**src/rtl/game_minute_timer.sv**
```systemverilog
// Game clock for the game-state FSM: divides Clk into game-seconds and
// game-minutes, runs only while enabled, saturates at MAX_MIN and flags
// the time limit once LIMIT_MIN minutes have elapsed.
module game_minute_timer #(
   parameter int unsigned TICKS_PER_SEC = 1_666_667,
   parameter int unsigned SEC_PER_MIN   = 60,
   parameter int unsigned LIMIT_MIN     = 120,
   parameter int unsigned MAX_MIN       = 255
) (
   input  logic       Clk,
   input  logic       Reset,
   input  logic       Clear,
   input  logic       Run,
   output logic [7:0] minutes,
   output logic [5:0] seconds,
   output logic       min_tick,
   output logic       time_up,
   output logic       running
);

   localparam int unsigned TW = (TICKS_PER_SEC > 1) ? $clog2(TICKS_PER_SEC) : 1;
   localparam logic [TW-1:0] TICK_LAST = TW'(TICKS_PER_SEC - 1);
   localparam logic [5:0]    SEC_LAST  = 6'(SEC_PER_MIN - 1);
   localparam logic [7:0]    MIN_MAX   = 8'(MAX_MIN);
   localparam logic [7:0]    MIN_LIMIT = 8'(LIMIT_MIN);

   typedef enum logic [1:0] {ST_STOP, ST_RUN, ST_PAUSE, ST_DONE} state_t;

   state_t        r_state, w_state_nxt;
   logic [TW-1:0] r_tick_cnt, w_tick_nxt;
   logic [5:0]    r_seconds, w_sec_nxt;
   logic [7:0]    r_minutes, w_min_nxt;
   logic          w_min_inc;
   logic          r_min_inc;
   logic          r_min_tick;
   logic          r_time_up;
   logic          r_running;

   // Next-state and counter update; Clear overrides everything
   always_comb begin
      w_state_nxt = r_state;
      w_tick_nxt  = r_tick_cnt;
      w_sec_nxt   = r_seconds;
      w_min_nxt   = r_minutes;
      w_min_inc   = 1'b0;
      if (Clear) begin
         w_state_nxt = ST_STOP;
         w_tick_nxt  = '0;
         w_sec_nxt   = '0;
         w_min_nxt   = '0;
      end else begin
         case (r_state)
            ST_STOP, ST_PAUSE: begin
               if (Run) w_state_nxt = ST_RUN;
            end
            ST_RUN: begin
               if (!Run) begin
                  w_state_nxt = ST_PAUSE;
               end else if (r_tick_cnt == TICK_LAST) begin
                  w_tick_nxt = '0;
                  if (r_seconds == SEC_LAST) begin
                     w_sec_nxt = '0;
                     w_min_nxt = r_minutes + 8'd1;
                     w_min_inc = 1'b1;
                     if (w_min_nxt == MIN_MAX) begin
                        w_state_nxt = ST_DONE;
                        w_sec_nxt   = '0;
                        w_tick_nxt  = '0;
                     end
                  end else begin
                     w_sec_nxt = r_seconds + 6'd1;
                  end
               end else begin
                  w_tick_nxt = r_tick_cnt + 1'b1;
               end
            end
            ST_DONE: begin
               w_state_nxt = ST_DONE;
            end
            default: begin
               w_state_nxt = ST_STOP;
            end
         endcase
      end
   end

   // State and output registers; min_tick trails the minutes increment by one
   // cycle, so the increment is staged through r_min_inc first
   always_ff @(posedge Clk or posedge Reset) begin
      if (Reset) begin
         r_state    <= ST_STOP;
         r_tick_cnt <= '0;
         r_seconds  <= '0;
         r_minutes  <= '0;
         r_min_inc  <= 1'b0;
         r_min_tick <= 1'b0;
         r_time_up  <= 1'b0;
         r_running  <= 1'b0;
      end else begin
         r_state    <= w_state_nxt;
         r_tick_cnt <= w_tick_nxt;
         r_seconds  <= w_sec_nxt;
         r_minutes  <= w_min_nxt;
         r_min_inc  <= w_min_inc;
         r_min_tick <= Clear ? 1'b0 : r_min_inc;
         r_time_up  <= (w_min_nxt >= MIN_LIMIT);
         r_running  <= (w_state_nxt == ST_RUN);
      end
   end

   assign minutes  = r_minutes;
   assign seconds  = r_seconds;
   assign min_tick = r_min_tick;
   assign time_up  = r_time_up;
   assign running  = r_running;

endmodule

```
**config.mk**
```make
export PLATFORM = sky130hd
export DESIGN_NAME = game_minute_timer
export DESIGN_NICKNAME = d
export VERILOG_FILES = /design/src/rtl/game_minute_timer.sv
export SDC_FILE = /design/constraint.sdc
export NUM_CORES = 1
export LEC_CHECK = 0
export BUFFER_PORTS_ARGS = -buffer_cell sky130_fd_sc_hd__buf_2
export CAP_MARGIN = 20
export CORE_UTILIZATION = 35
export DETAILED_ROUTE_END_ITERATION = 10
export PLACE_DENSITY = 0.5
export SYNTH_ARGS = -nofsm -noshare
export SYNTH_HDL_FRONTEND = slang
export SYNTH_SLANG_ARGS = --single-unit
```
**constraint.sdc**
```tcl
create_clock -name Clk -period 2.35 [get_ports Clk]
set_input_delay 0.235 -clock Clk [delete_from_list [all_inputs] [get_ports Clk]]
set_output_delay 0.235 -clock Clk [all_outputs]
set_load 0.01 [all_outputs]
```
; ---- Yosys cells after proc, flatten, opt, wreduce, memory -nomap -nowiden
; Index checks and enable logic that the tools add are counted.
[word_totals]
regBits = 41
latchBits = 0
ram_bits = 0
mem_bits_ro = 0
input_bits = 4
out_inout_bits = 17
word_cells = 53
mem_count = 0
[classes]
add_sub_neg = 3
n_mul = 0
div_mod_pow = 0
magnitude_cmp = 1
n_eq_ne = 7
shifts = 0
muxes = 27
bitwise_logic = 0
reduce_logical = 7
[op_table]
columns = op, count
row1 = $mux W21, 4
row2 = $mux W8, 5
row3 = $mux W6, 5
row4 = $add A21 B1 Y21 const B, 1
row5 = $eq A21 B21 Y1 const B, 1
row6 = $mux W2, 6
row7 = $add A8 B1 Y8 const B, 1
row8 = $eq A8 B8 Y1 const B, 1
row9 = $ge A8 B7 Y1 const B, 1
row10 = $add A6 B1 Y6 const B, 1
row11 = $eq A6 B6 Y1 const B, 1
row12 = $mux W1, 6
row13 = $pmux W2 S3, 1
row14 = $reduce_bool A2 Y1, 3
row15 = $eq A2 B1 Y1 const B, 2
row16 = $eq A2 B2 Y1 const B, 2
row17 = $reduce_and A3 Y1, 1
row18 = $logic_not A2 Y1, 1
row19 = $reduce_and A2 Y1, 1
row20 = $reduce_or A2 Y1, 1

; ---- Depth between registers and ports, before layout
[logic_depth]
depth_word = 9
ltp_mapped = 8
depth_no_buf = 7

; ---- Worst setup path after synthesis
; Ideal clock, no wire load.
[synth_path]
path_type = register to register
start = reg r_minutes[0] (netlist: minutes[0])
end = reg r_time_up (netlist: time_up)
setup_time_ps = 80
t_arrival_ps = 1785
t_required_ps = 2270
path_slack_ps = 485
path_stages_with_launch = 7
path_buffers = 0
period_less_slack_ps = 1865
cell_sequence = dfrtp_1 ha_1 nand4_1 o32a_1 or4_1 o31a_1 o22ai_2
[synth_via]
elab_chain_len = 7
[synth_lines]
columns = element, line
row1 = start: declaration, 32  ; logic [7:0] r_minutes, w_min_nxt;
row2 = start signal: assignment, 103  ; r_minutes <= w_min_nxt;
row3 = $add A8 B1 Y8, 63  ; w_min_nxt = r_minutes + 8'd1;
row4 = $mux W8, 61  ; if (r_seconds == SEC_LAST) begin
row5 = $mux W8, 59  ; end else if (r_tick_cnt == TICK_LAST) begin
row6 = $mux W8, 57  ; if (!Run) begin
row7 = $mux W8 *, 52  ; case (r_state)
row8 = $mux W8 *, 46  ; if (Clear) begin
row9 = $ge A8 B7 Y1 *, 106  ; r_time_up <= (w_min_nxt >= MIN_LIMIT);
row10 = end signal: assignment, 106
row11 = end: declaration, 36  ; logic r_time_up;
; Mark *: on every way between the ends. The rest lies on a longest branch, timed or not.
; A chain may end at the register's enable or synchronous reset.

; ---- Worst setup path in the final report
; Ends and elaborated chain as after synthesis.

==> run summary <==
Post-synth ARST share = 100%
Non-filler instance count after layout = 341
R2R depth = 6
Post-synth EDFFs = 0
# Max-Cap Violations = 0
Total CTS buffers = 5
Post-cts hold buffer count = 0
Setup tns final = 0 ns
Pre-antenna DRT Iters = 7
Skew-Pair Late Insertion Delay = 0.29 ns
CP cell instances = ha_1 -> nand4_1 -> o32a_1 -> or4_1 -> o31a_1 -> o22ai_2
Switch share = 23.8%
# fillers = 657
Ys flop type = dfrtp_1
Share of the synthesized area in the top cell type = 43.8%
Routed WL = 5090 um
Largest net degree at the start of global routing = 42
Clk_skew = 0.00373 ns
Placed Instances = 333
Reg2reg setup slack = 0.30 ns
Setup crit end kind = register
Die Width = 83.8 um
Max stage delay cell, worst path = dfrtp_1
Startpoint Class = register
Crit-path max cell delay = 0.48 ns
Power per standard cell area = 543 nW/um^2
Final nets = 272
Mapped Cells = 241
CTS tree = built
GR Overflow Total = 0
CTS clk-pin slew, worst paths = 0.09 ns
Worst hold path type = input pin to async pin
CP required = 2.57 ns
Dpl cell area = 2530 sq um
Critical Path Fanout Max = 7
Syn Area/Cell = 9.72 sq um
RD Place Congestion = 0.762
Number of global-route vias before repair = 1736
Synth-to-Final Area Change = 13.1%
Initial Utilization = 36.5%
Arrival time worst endpoint = 2.27 ns
Unrepaired setup endpoints after global routing = false
Post-DRT Antenna Nets = 0
First-pass GRT wire length = 8690 um
Die Ht = 83.8 um
Fmax = 488 MHz
Logic pwr share = 6.2%
Count of cell types in the netlist = 50
Psw = 342 uW
R2R Path End = time_up
Htree depth = 2
CTS sink cnt = 41
Fin crit period = 2.05 ns
Crit Path Category = register to register
Most area-hungry cell type in the Yosys netlist = dfrtp_1
Deepest clock path buffer count = 2
Post-cts repair resize count = 0
FP Rows = 29
Post-synthesis net count = 250
CTS root buf = clkbuf_8
HPWL Detailed = 3530 um
Synth Warn # = 0
Die area = 7030 sq um
Peak supply drop = 0.242 mV
Core Box Area = 6420 sq um
# Post-CTS Setup Buffers = 0
Port bufs = 20
Initial antenna violation count = 0
Wire per inst = 14.9 um
Sequential cell area fraction in the yosys report = 43.8%
Io pins = 21
Share of layout cells above drive strength 1 = 16.7%
Leakage = 1.16 nW
Slew headroom = 55.0%
Fin. Hold Viols = 0
RR Startpoint = minutes[0]
Clock group share of total power = 42.6%
Post-route DRC = 4
Final setup violation count = 0
Routed vias/inst = 5.36
Routed vias = 1828
Max-slew violations = 0
Int Power = 1.10 mW
Design Area, Final = 2650 sq um
Sequential standard cell area = 1030 sq um
Diode count = 0
Fin crit share = 87.2%
Number of DRC markers in iteration 0 = 96
Top cells by area, synth = dfrtp_1 44%, xnor2_1 4.9%, nor2_1 4.6%, xor2_1 3.7%, nand2_1 2.9%
CP top delay family = simple AND/OR/NAND/NOR gates
Failing checks = DRC
Crit path buf inv count = 0
Area of the mapped netlist = 2340 sq um
Gr usage total = 15.5%
Area of the multi-input gates = 1240 sq um
Outcome = finished, violations left
Least-Margin Pin Slew = 0.675 ns
#FFs+latches synth = 41
Reg power frac = 51.2%
[registers in the layout, indices dropped and copies added, names as in the netlist]
signal and cells:
minutes 8, seconds 6, running 1, r_state 2, min_tick 1, r_tick_cnt 21
time_up 1, r_min_inc 1
[worst reg2reg max path: stages (launching register included)]
cell	delay (ns)
dfrtp_1	0.48
ha_1	0.33
nand4_1	0.19
o32a_1	0.36
or4_1	0.40
o31a_1	0.13
o22ai_2	0.09
[logic make-up after synthesis]
family	synth area share, %
xor gates and xnor gates	8.60
AOI/OAI and AO/OA	11.4
DFF	43.8
adders and majority gates	2.67
muxes	1.39
and+or+nand+nor	29.0
buffers and inverters	3.15
[cells in the mapped netlist, types with 3 or more instances]
library cell	count
a21oi_1	8
nand3_1	9
and3_1	5
xnor2_1	13
or3_1	5
o21ai_0	10
nor2_1	29
and4b_1	4
nand4bb_1	3
dfrtp_1	41
buf_2	4
nand4_1	7
and2_1	4
a31oi_1	3
clkbuf_1	4
nand2_1	18
xor2_1	10
nor3_1	11
ha_1	5
inv_1	9
[power groups by stage]
stage          clock, mW  sequential, mW  combinational [mW]
6_report           0.613           0.736              0.0888
3_5_place_dp           0           0.750              0.0907
3_3_place_gp           0           0.750              0.0917
2_1_floorplan          0           0.752              0.0539
4_1_cts            0.628           0.736              0.0917
5_1_grt            0.657           0.739               0.100
[placed cells by master, fill, tap and decap left out, types with 4 or more instances in the layout]
| master | Yosys | layout |
|---|---|---|
| inv_1 | 9 | 8 |
| or3_1 | 5 | 5 |
| nor2_1 | 29 | 29 |
| and2_1 | 4 | 4 |
| clkbuf_8 | 0 | 6 |
| nor3_1 | 11 | 11 |
| buf_2 | 4 | 20 |
| xor2_1 | 10 | 10 |
| nand3_1 | 9 | 9 |
| ha_1 | 5 | 5 |
| nand2_1 | 18 | 18 |
| nand4_1 | 7 | 7 |
| buf_4 | 0 | 4 |
| a21oi_1 | 8 | 8 |
| o21ai_0 | 10 | 10 |
| and3_1 | 5 | 5 |
| dfrtp_1 | 41 | 41 |
| xnor2_1 | 13 | 13 |
| and4b_1 | 4 | 4 |
[per-stage QoR]
step	worst slack, ns	power [mW]	utilization (%)	hold WS (ns)
after floorplan	0.485	0.805	-	0.331
after global placement	0.327	0.842	39.4	0.404
after detailed placement	0.327	0.841	39.4	0.396
after CTS	0.311	1.46	41.3	0.0725
after global routing	0.165	1.50	41.3	0.110
final	0.301	1.44	41.3	0.0499
[worst max-delay path by stage]
| stage | start | to | slack, ns | cells past startpoint |
|---|---|---|---|---|
| 4_1_cts | minutes[0] | time_up | 0.31 | 6 |
| 3_3_place_gp | minutes[0] | time_up | 0.33 | 6 |
| 6_report | minutes[0] | time_up | 0.30 | 6 |
| 2_1_floorplan | minutes[0] | time_up | 0.49 | 6 |
| 3_5_place_dp | r_tick_cnt[15] | seconds[4] | 0.33 | 5 |
| 5_1_grt | minutes[0] | time_up | 0.17 | 6 |
[per-layer routing]
| metal | GRT usage [%] | vias up | wire length [um] |
|---|---|---|---|
| met5 | 0 | - | 0 |
| met4 | 4.70 | 0 | 44 |
| met3 | 2.97 | 4 | 178 |
| li1 | - | 908 | - |
| met1 | 22.0 | 888 | 2600 |
| met2 | 23.8 | 28 | 2270 |
[cell type report]
class | instances | area share [%]
repair buffers | 24 | 4.91
inverters | 9 | 1.27
flip-flops and latches | 41 | 38.7
clock buffers | 6 | 3.12
multi-input cells | 182 | 46.9
clock inverters | 2 | 1.42
well taps | 77 | 3.64
Power figures use the tool's default switching activity.
